[src/rtl/dmem_arb_pkg.sv]
`default_nettype none
// ============================================================================
// Module      : dmem_arb_pkg
// Description : Shared state encoding and port indices for the data-memory
//               arbiter (dmem_arbiter and arb_pick).
// Revision    : 1.0 - initial release
// ============================================================================
package dmem_arb_pkg;

    typedef logic [1:0] state_t;

    localparam state_t IDLE    = 2'd0;
    localparam state_t ACC_CPU = 2'd1;
    localparam state_t ACC_IO  = 2'd2;

    localparam logic PORT_CPU = 1'b0;
    localparam logic PORT_IO  = 1'b1;

    // Access state that serves a given port index.
    function automatic state_t acc_state(input logic port);
        acc_state = (port == PORT_IO) ? ACC_IO : ACC_CPU;
    endfunction

endpackage
`default_nettype wire

[src/rtl/arb_pick.sv]
`default_nettype none
// ============================================================================
// Module      : arb_pick
// Description : Two-requester tie-break. Round-robin on last_grant when
//               DMEM_ARB_RR_EN is defined, otherwise CPU fixed priority.
// Revision    : 1.0 - initial release
// ============================================================================
module arb_pick
    import dmem_arb_pkg::*;
(
    input  logic req_cpu,
    input  logic req_io,
    input  logic last_grant,
    output logic winner
);

`ifdef DMEM_ARB_RR_EN
    // On a tie the port that did not win last time goes next.
    always_comb begin
        if (req_cpu && req_io) begin
            winner = ~last_grant;
        end else if (req_io) begin
            winner = PORT_IO;
        end else begin
            winner = PORT_CPU;
        end
    end
`else
    logic w_unused_last_grant;
    assign w_unused_last_grant = last_grant;

    always_comb begin
        if (req_cpu) begin
            winner = PORT_CPU;
        end else if (req_io) begin
            winner = PORT_IO;
        end else begin
            winner = PORT_CPU;
        end
    end
`endif

endmodule
`default_nettype wire

[src/rtl/dmem_arbiter.sv]
`default_nettype none
// ============================================================================
// Module      : dmem_arbiter
// Description : Single-port data-memory arbiter between a CPU and an I/O
//               requester; one access per cycle, registered memory controls.
//               Define DMEM_ARB_RR_EN for round-robin tie-break.
// Revision    : 1.0 - initial release
// ============================================================================
module dmem_arbiter
    import dmem_arb_pkg::*;
#(
    parameter int AW = 8,
    parameter int DW = 8
)
(
    input  logic          clk,
    input  logic          reset,

    input  logic          cpu_req,
    input  logic          cpu_we,
    input  logic [AW-1:0] cpu_addr,
    input  logic [DW-1:0] cpu_wdata,
    output logic          cpu_gnt,
    output logic          cpu_rvalid,
    output logic [DW-1:0] cpu_rdata,

    input  logic          io_req,
    input  logic          io_we,
    input  logic [AW-1:0] io_addr,
    input  logic [DW-1:0] io_wdata,
    output logic          io_gnt,
    output logic          io_rvalid,
    output logic [DW-1:0] io_rdata,

    output logic          mem_we,
    output logic [AW-1:0] mem_addr,
    output logic [DW-1:0] mem_wd,
    input  logic [DW-1:0] mem_rd
);

    state_t        r_state;
    state_t        w_state_nxt;

    logic          w_req_any;
    logic          w_winner;
    logic          w_last_grant;

    logic          r_cpu_gnt;
    logic          r_io_gnt;
    logic          r_cpu_rvalid;
    logic          r_io_rvalid;
    logic [DW-1:0] r_cpu_rdata;
    logic [DW-1:0] r_io_rdata;
    logic          r_mem_we;
    logic [AW-1:0] r_mem_addr;
    logic [DW-1:0] r_mem_wd;

    logic          w_cpu_gnt_nxt;
    logic          w_io_gnt_nxt;
    logic          w_cpu_rvalid_nxt;
    logic          w_io_rvalid_nxt;
    logic [DW-1:0] w_cpu_rdata_nxt;
    logic [DW-1:0] w_io_rdata_nxt;
    logic          w_mem_we_nxt;
    logic [AW-1:0] w_mem_addr_nxt;
    logic [DW-1:0] w_mem_wd_nxt;

    assign w_req_any = cpu_req | io_req;

    arb_pick u_arb_pick (
        .req_cpu    (cpu_req),
        .req_io     (io_req),
        .last_grant (w_last_grant),
        .winner     (w_winner)
    );

`ifdef DMEM_ARB_RR_EN
    logic r_last_grant;

    always_ff @(posedge clk or posedge reset) begin
        if (reset) begin
            r_last_grant <= PORT_IO;
        end else if (w_req_any) begin
            r_last_grant <= w_winner;
        end
    end

    assign w_last_grant = r_last_grant;
`else
    assign w_last_grant = PORT_IO;
`endif

    // ------------------------------------------------------------------
    // State register
    // ------------------------------------------------------------------
    always_ff @(posedge clk or posedge reset) begin
        if (reset) begin
            r_state <= IDLE;
        end else begin
            r_state <= w_state_nxt;
        end
    end

    // ------------------------------------------------------------------
    // Next state: every state re-arbitrates, giving back-to-back access
    // ------------------------------------------------------------------
    always_comb begin
        w_state_nxt = IDLE;
        case (r_state)
            IDLE, ACC_CPU, ACC_IO: begin
                w_state_nxt = w_req_any ? acc_state(w_winner) : IDLE;
            end
            default: begin
                w_state_nxt = IDLE;
            end
        endcase
    end

    // ------------------------------------------------------------------
    // Output next-values; the request is captured as it is granted
    // ------------------------------------------------------------------
    always_comb begin
        w_cpu_gnt_nxt  = (w_state_nxt == ACC_CPU);
        w_io_gnt_nxt   = (w_state_nxt == ACC_IO);
        w_mem_we_nxt   = 1'b0;
        w_mem_addr_nxt = r_mem_addr;
        w_mem_wd_nxt   = r_mem_wd;
        case (w_state_nxt)
            ACC_CPU: begin
                w_mem_we_nxt   = cpu_we;
                w_mem_addr_nxt = cpu_addr;
                w_mem_wd_nxt   = cpu_wdata;
            end
            ACC_IO: begin
                w_mem_we_nxt   = io_we;
                w_mem_addr_nxt = io_addr;
                w_mem_wd_nxt   = io_wdata;
            end
            default: begin
                w_mem_we_nxt   = 1'b0;
            end
        endcase

        // A read completes at the edge that ends its access cycle.
        w_cpu_rvalid_nxt = (r_state == ACC_CPU) && !r_mem_we;
        w_io_rvalid_nxt  = (r_state == ACC_IO)  && !r_mem_we;
        w_cpu_rdata_nxt  = w_cpu_rvalid_nxt ? mem_rd : r_cpu_rdata;
        w_io_rdata_nxt   = w_io_rvalid_nxt  ? mem_rd : r_io_rdata;
    end

    // ------------------------------------------------------------------
    // Output registers
    // ------------------------------------------------------------------
    always_ff @(posedge clk or posedge reset) begin
        if (reset) begin
            r_cpu_gnt    <= 1'b0;
            r_io_gnt     <= 1'b0;
            r_cpu_rvalid <= 1'b0;
            r_io_rvalid  <= 1'b0;
            r_cpu_rdata  <= '0;
            r_io_rdata   <= '0;
            r_mem_we     <= 1'b0;
            r_mem_addr   <= '0;
            r_mem_wd     <= '0;
        end else begin
            r_cpu_gnt    <= w_cpu_gnt_nxt;
            r_io_gnt     <= w_io_gnt_nxt;
            r_cpu_rvalid <= w_cpu_rvalid_nxt;
            r_io_rvalid  <= w_io_rvalid_nxt;
            r_cpu_rdata  <= w_cpu_rdata_nxt;
            r_io_rdata   <= w_io_rdata_nxt;
            r_mem_we     <= w_mem_we_nxt;
            r_mem_addr   <= w_mem_addr_nxt;
            r_mem_wd     <= w_mem_wd_nxt;
        end
    end

    assign cpu_gnt    = r_cpu_gnt;
    assign io_gnt     = r_io_gnt;
    assign cpu_rvalid = r_cpu_rvalid;
    assign io_rvalid  = r_io_rvalid;
    assign cpu_rdata  = r_cpu_rdata;
    assign io_rdata   = r_io_rdata;
    assign mem_we     = r_mem_we;
    assign mem_addr   = r_mem_addr;
    assign mem_wd     = r_mem_wd;

endmodule
`default_nettype wire

[config.mk]
export PLATFORM = sky130hd
export DESIGN_NAME = dmem_arbiter
export DESIGN_NICKNAME = d
export VERILOG_FILES = /design/src/rtl/dmem_arb_pkg.sv /design/src/rtl/arb_pick.sv /design/src/rtl/dmem_arbiter.sv
export SDC_FILE = /design/constraint.sdc
export NUM_CORES = 1
export LEC_CHECK = 0
export ABC_AREA = 1
export BUFFER_PORTS_ARGS = -buffer_cell sky130_fd_sc_hd__buf_2
export CAP_MARGIN = 20
export CELL_PAD_IN_SITES_DETAIL_PLACEMENT = 0
export CELL_PAD_IN_SITES_GLOBAL_PLACEMENT = 1
export CORE_ASPECT_RATIO = 0.75
export CORE_MARGIN = 1.5
export CORE_UTILIZATION = 34
export CTS_BUF_LIST = sky130_fd_sc_hd__clkbuf_4 sky130_fd_sc_hd__clkbuf_8
export DETAILED_ROUTE_END_ITERATION = 6
export PLACE_DENSITY_LB_ADDON = 0.3
export REMOVE_ABC_BUFFERS = 1
export SYNTH_ARGS = -nofsm -noshare
export SYNTH_HDL_FRONTEND = slang
export SYNTH_SLANG_ARGS = --single-unit
[constraint.sdc]
create_clock -name clk -period 2.1 [get_ports clk]
set_input_delay 0.105 -clock clk [delete_from_list [all_inputs] [get_ports clk]]
set_output_delay 0.105 -clock clk [all_outputs]
set_load 0.02 [all_outputs]
# [Word level (Yosys, flattened, before mapping)]
# Index checks and enable logic that the tools add are counted.
[op_classes] eq_ne=4 muxes=8 bitwise_logic=1 reduce_logical=6
[op_table] operator="8-bit case mux with 2 select lines" n=2
[op_table] operator="2-bit two-way mux" n=3
[op_table] operator="2-bit by 1-bit == test with 1-bit output (second input constant)" n=2
[op_table] operator="2-bit == test (second input constant)" n=2
[op_table] operator="3-bit OR reduction" n=1
[op_table] operator="1-bit logical AND" n=2
[op_table] operator="2-bit zero test" n=1
[op_table] operator="1-bit two-way mux" n=2
[op_table] operator="1-bit case mux with 2 select lines" n=1
[op_table] operator="2-bit nonzero test" n=1
[op_table] operator="1-bit zero test" n=1
[op_table] operator="1-bit bitwise OR" n=1
[totals] register_bits=39 in_bits=46 out_inout_bits=37

# [Longest topological paths before layout]
[logic_depth] depth_word=7 ltp_mapped=11 mapped_depth_nobuf=8

# [Hierarchy]
# A second synthesis with hierarchy kept.
[unflattened] hier_cells=234 area_unflattened_um2=1875.5
[by_module_without_submodules] module="dmem_arbiter" instances=1 cells_per_inst=232 area_per_inst_um2=1865.5 seq_area_each_um2=975.9
[by_module_without_submodules] module="arb_pick" instances=1 cells_per_inst=2 area_per_inst_um2=10.0 seq_area_each_um2=0.0

# [Worst setup path before layout]
# No wires, ideal clock.
[synth_path] kind="reg-to-reg" from="reg r_state[0]" to="reg r_mem_wd[0] (netlist: mem_wd[0])" arrival_time_ns=1.479 required_ns=2.035 setup_slack_ns=0.556 stages_incl_launch_ff=11 path_buffers=3 synth_period_minus_slack_ns=1.544 cell_sequence="dfrtp_1 buf_4 nand2_1 nand2_1 nor2_2 ha_1 buf_6 inv_2 buf_6 nand3_1 nand2_1"
[synth_via] elab_chain_len=5 word_cells_on_any_way=9
[synth_lines] element="from (decl)" line="dmem_arbiter.sv:41" text="state_t r_state;"
[synth_lines] element="from (signal assigned)" line="dmem_arbiter.sv:100" text="r_state <= w_state_nxt;"
[synth_lines] element="2-bit by 1-bit == test with 1-bit output, or another cell as far along" line="dmem_arbiter.sv:109" text="case (r_state)"
[synth_lines] element="3-bit OR reduction *" line="dmem_arbiter.sv:109"
[synth_lines] element="2-bit two-way mux *" line="dmem_arbiter.sv:109"
[synth_lines] element="via w_state_nxt[1]" line="dmem_arbiter.sv:42" text="state_t w_state_nxt;"
[synth_lines] element="2-bit == test or 2-bit by 1-bit == test with 1-bit output (tied branches)" line="dmem_arbiter.sv:128" text="case (w_state_nxt)"
[synth_lines] element="8-bit case mux with 2 select lines or 2-bit nonzero test (tied branches)"
[synth_lines] element="to (signal assigned)" line="dmem_arbiter.sv:174" text="r_mem_wd <= w_mem_wd_nxt;"
[synth_lines] element="to (decl)" line="dmem_arbiter.sv:56" text="logic [DW-1:0] r_mem_wd;"
# Mark *: on every way through the listed nets, which the timed path passes. The rest lies on a longest branch.
# A chain may end at the register's enable or synchronous reset.

# [Worst setup path after layout]
[layout_path] from="reg r_state[0]" to="reg r_mem_wd[3] (netlist: mem_wd[3])"
[layout_via] elab_chain_len=5 word_cells_on_any_way=9
[layout_lines] element="2-bit by 1-bit == test with 1-bit output, or another cell as far along" line="dmem_arbiter.sv:109"
[layout_lines] element="3-bit OR reduction *" line="dmem_arbiter.sv:109"
[layout_lines] element="2-bit two-way mux *" line="dmem_arbiter.sv:109"
[layout_lines] element="via w_state_nxt[1]" line="dmem_arbiter.sv:42"
[layout_lines] element="2-bit == test *"
[layout_lines] element="via w_io_gnt_nxt" line="dmem_arbiter.sv:59" text="logic w_io_gnt_nxt;"
[layout_lines] element="8-bit case mux with 2 select lines or 2-bit nonzero test (tied branches)"
# Marked as above.

==> impl_metrics.xml <==
<?xml version="1.0" encoding="UTF-8"?>
<metrics>
  <group name="sta">
    <metric name="setup_total_negative_slack" unit="ps">0</metric>
    <metric name="fmax" unit="MHz">649.3</metric>
    <metric name="final_min_period_over_clock_period" unit="%">73.34</metric>
    <metric name="final_period_minus_worst_setup_slack" unit="ps">1540</metric>
    <metric name="maxSlewHeadroom" unit="%">69.31</metric>
    <metric name="finalSetupViolCount" unit="">0</metric>
    <metric name="timing_hold_violations_final" unit="">0</metric>
    <metric name="max_slew.worst_pin.slew" unit="ps">459.8</metric>
    <metric name="grt_setup_unrepaired" unit="">false</metric>
    <metric name="timing_max_transition_violations_final" unit="">0</metric>
    <metric name="skew" unit="ps">2.169</metric>
  </group>
  <group name="drt">
    <metric name="routedWlPerCell" unit="um">11.16</metric>
    <metric name="drt_first_iter_violations" unit="">49</metric>
    <metric name="firstDrtPassIters" unit="">4</metric>
    <metric name="avgViaCountPerCell" unit="">4.267</metric>
    <metric name="drt-total-wl" unit="mm">4.386</metric>
    <metric name="antenna_violating_nets_post_route" unit="">0</metric>
    <metric name="drt_drc_violations_left" unit="">0</metric>
    <metric name="vias" unit="">1677</metric>
  </group>
  <group name="clock_network">
    <metric name="ctsHtreeMaxLevel" unit="">2</metric>
    <metric name="max-clock-path-buffers" unit="">2</metric>
    <metric name="worst_setup_hold_path_clk_slew" unit="ps">70</metric>
    <metric name="numClockSinks" unit="">39</metric>
    <metric name="cts_root_buffer" unit="">sky130_fd_sc_hd__clkbuf_8</metric>
    <metric name="cts_tree" unit="">yes</metric>
    <metric name="cts_inserted_buffers" unit="">5</metric>
    <metric name="clkLatencyLatePin" unit="ps">280</metric>
  </group>
  <group name="power_and_ir_drop">
    <metric name="vdd_ir_drop_max" unit="mV">0.5014</metric>
    <metric name="p_per_area" unit="nW/um^2">885.1</metric>
    <metric name="netSwitchingFraction" unit="%">32.32</metric>
    <metric name="post-layout-total-power" unit="uW">2172</metric>
    <metric name="p_int" unit="uW">1470</metric>
    <metric name="seq_power_share" unit="%">43.6</metric>
    <metric name="leakage" unit="uW">0.001509</metric>
    <metric name="power_switching" unit="uW">701.8</metric>
    <metric name="power.clock.fraction" unit="%">29.3</metric>
    <metric name="p_comb_share" unit="%">27.2</metric>
  </group>
  <group name="synthesis">
    <metric name="yosys.cell_count.top_type" unit="">sky130_fd_sc_hd__nand2_1</metric>
    <metric name="post-synth-top-area-fraction" unit="%">52.63</metric>
    <metric name="ys_seq_area_share" unit="%">52.63</metric>
    <metric name="synth_compound_area_share" unit="%">0.2699</metric>
    <metric name="number_of_warnings_printed_during_yosys_synthesis" unit="">0</metric>
    <metric name="synth_commonest_cells" unit="">sky130_fd_sc_hd__nand2_1, sky130_fd_sc_hd__dfrtp_1, sky130_fd_sc_hd__inv_1</metric>
    <metric name="synthesis.area_per_instance" unit="sq um">8.097</metric>
    <metric name="synth_xor_xnor_area_share" unit="%">0</metric>
    <metric name="synth_top_family_by_area" unit="">simple AND/OR/NAND/NOR gates</metric>
    <metric name="synthesized_area_fraction_occupied_by_adder_cells" unit="%">1.350</metric>
    <metric name="synth_top_cell_by_area" unit="">sky130_fd_sc_hd__dfrtp_1</metric>
    <metric name="synth_area" unit="sq um">1854</metric>
    <metric name="dominant_register_cell_in_the_synthesized_netlist" unit="">sky130_fd_sc_hd__dfrtp_1</metric>
    <metric name="postSynth.asyncResetShare" unit="%">100.0</metric>
    <metric name="multiplexer_fraction_of_the_synthesized_cell_area" unit="%">0</metric>
    <metric name="synth_edf_count" unit="">0</metric>
    <metric name="synth_cell_types" unit="">14</metric>
    <metric name="post_synth_and_or_nand_nor_area_fraction" unit="%">32.39</metric>
    <metric name="ys_ff_latch" unit="">39</metric>
    <metric name="synth.top_cells.by_area" unit="">sky130_fd_sc_hd__dfrtp_1, sky130_fd_sc_hd__nand2_1, sky130_fd_sc_hd__inv_1</metric>
    <metric name="mapped_cells" unit="">229</metric>
  </group>
  <group name="layout">
    <metric name="fin_util" unit="%">46.34</metric>
    <metric name="count_of_inserted_antenna_diode_cells" unit="">0</metric>
    <metric name="nets" unit="">365</metric>
    <metric name="layout.cell_area.non_filler" unit="sq um">2454</metric>
    <metric name="drive_gt1_share" unit="%">32.70</metric>
    <metric name="layout-area-overhead-vs-synth" unit="%">32.32</metric>
    <metric name="num-fill-cells" unit="">590</metric>
  </group>
  <group name="critical_path">
    <metric name="cp_cell_sequence" unit="">nand2_1 &gt; nand2_1 &gt; nor2_2 &gt; ha_1 &gt; buf_4 &gt; inv_4 &gt; nand2_1 &gt; nand3_1 &gt; nand2_1</metric>
    <metric name="criticalPathCategory" unit="">register to register</metric>
    <metric name="worstPathMaxFanout" unit="">16</metric>
    <metric name="rrSetupSlack" unit="ps">560</metric>
    <metric name="worst_ep_arrival_time" unit="ps">1760</metric>
    <metric name="critPathCaptureType" unit="">register</metric>
    <metric name="cp_data_required_time" unit="ps">2320</metric>
    <metric name="critical-path-slowest-cell" unit="">sky130_fd_sc_hd__dfrtp_1</metric>
    <metric name="crit_path_frequent_cell" unit="">sky130_fd_sc_hd__nand2_1</metric>
    <metric name="cp_slowest_stage_delay" unit="ps">380</metric>
    <metric name="start_kind" unit="">register</metric>
  </group>
  <group name="global_routing">
    <metric name="antenna_violations_before_repair" unit="">0</metric>
    <metric name="first_global_vias" unit="">1526</metric>
    <metric name="track_usage" unit="%">15.52</metric>
    <metric name="grt_max_degree" unit="">19</metric>
    <metric name="grt_first_pass_wirelength" unit="mm">6.982</metric>
    <metric name="globalRoute.totalOverflow" unit="">0</metric>
  </group>
  <group name="placed_design">
    <metric name="dp_hpwl" unit="mm">3.334</metric>
    <metric name="count_of_buffers_inserted_at_the_top_level_ports" unit="">82</metric>
    <metric name="gpl.final_weighted_congestion" unit="">0.7526</metric>
    <metric name="postPlaceCellArea" unit="sq um">2316</metric>
  </group>
  <group name="die">
    <metric name="die_w" unit="um">88.28</metric>
    <metric name="core_area" unit="sq um">5295</metric>
    <metric name="die_area" unit="sq um">5910</metric>
    <metric name="floorplan.initialDensity" unit="%">35.02</metric>
    <metric name="rows" unit="">23</metric>
    <metric name="floorplan.die.height" unit="um">66.96</metric>
    <metric name="boundaryPins" unit="">83</metric>
  </group>
  <group name="min_path">
    <metric name="worstHoldPathType" unit="">primary input to register</metric>
  </group>
  <group name="outcome">
    <metric name="outcome" unit="">finished, final reports clean</metric>
  </group>
  <group name="flow_run">
    <metric name="max_cap_viol_count" unit="">0</metric>
  </group>
</metrics>
sequential cells by signal, summed over array words and instances, names as in the netlist, 2 cells and up:
| name | cells |
|---|---|
| mem_wd | 8 |
| r_state | 2 |
| mem_addr | 8 |
| cpu_rdata | 8 |
| io_rdata | 8 |
power groups by stage:
stage	clock network [uW]	logic, uW	registers (uW)
final	635	590	946
after detailed placement	0	597	959
after CTS	665	600	947
after global routing	695	659	961
after global placement	0	592	959
after floorplan	0	189	1120
placed cells by master, fill, tap and decap left out:
master                          instances
sky130_fd_sc_hd__nand2_1              101
sky130_fd_sc_hd__buf_2                 82
sky130_fd_sc_hd__dfrtp_1               39
sky130_fd_sc_hd__inv_1                 37
sky130_fd_sc_hd__nand4_1               16
sky130_fd_sc_hd__nand3_1               16
sky130_fd_sc_hd__clkbuf_8               6
sky130_fd_sc_hd__buf_4                  6
sky130_fd_sc_hd__inv_2                  4
sky130_fd_sc_hd__nand3_4                2
sky130_fd_sc_hd__ha_1                   2
sky130_fd_sc_hd__dlygate4sd3_1          2
sky130_fd_sc_hd__inv_4                  1
sky130_fd_sc_hd__nor2_2                 1
sky130_fd_sc_hd__a21oi_1                1
sky130_fd_sc_hd__clkinv_2               1
sky130_fd_sc_hd__bufinv_16              1
timing repair:
action                    CTS  global route
resized for setup           0             0
hold endpoints to repair   12             0
hold buffers                2             0
setup buffers               0             0
path summary, 6_finish.rpt:
path / startpoint / end / cells after the start
max in group asynchronous: reset / mem_wd[4]$_DFFE_PP0P_ / 4
min in group asynchronous: reset / io_rvalid$_DFF_PP0_ / 3
worst min-delay path: cpu_we / mem_we$_DFF_PP0_ / 3
worst max register to register: r_state[0]$_DFF_PP0_ / mem_wd[3]$_DFFE_PP0P_ / 9
worst max-delay path: r_state[0]$_DFF_PP0_ / mem_wd[3]$_DFFE_PP0P_ / 9
worst min register to register: io_rdata[2]$_DFFE_PP0P_ / io_rdata[2]$_DFFE_PP0P_ / 2
critical path: cells and delay by family, from the launching register on:
kind | cells | cell delay, ps
buffers and inverters | 2 | 370
AND/OR/NAND/NOR | 6 | 480
flip-flops | 1 | 380
adder cells (fa/ha/maj) | 1 | 240
cell families after synthesis:
kind of cell | Yosys count
simple gates | 136
buf+inv | 51
flops | 39
fa+ha+maj | 2
compound gates | 1
per-layer routing:
layer | track usage, % | routed length, um
met4 | 5.273 | 49
met1 | 22.08 | 2218
met5 | 0 | 0
met2 | 22.71 | 1870
met3 | 3.965 | 248
area by class of cell:
cell class / instances / area, sq um / share of cell area [%]
flip-flops and latches: 39 / 975.9 / 39.78
multi-input cells: 139 / 630.6 / 25.70
repair buffers: 90 / 475.5 / 19.38
clock inverters: 2 / 35.03 / 1.428
inverters: 42 / 160.2 / 6.527
well taps: 75 / 93.84 / 3.825
clock buffers: 6 / 82.58 / 3.366
metrics by stage:
step / std cells / worst slack, ps / hold slack [ps]
after floorplan: 220 / 387.7 / 179.1
after global placement: 383 / 633.5 / 142.4
final: 393 / 559.8 / 60.29
after detailed placement: 383 / 572.7 / 138.1
after global routing: 393 / 353.3 / 62.10
after CTS: 393 / 548.5 / 48.34
No activity file was read; power rests on OpenSTA's default activity.
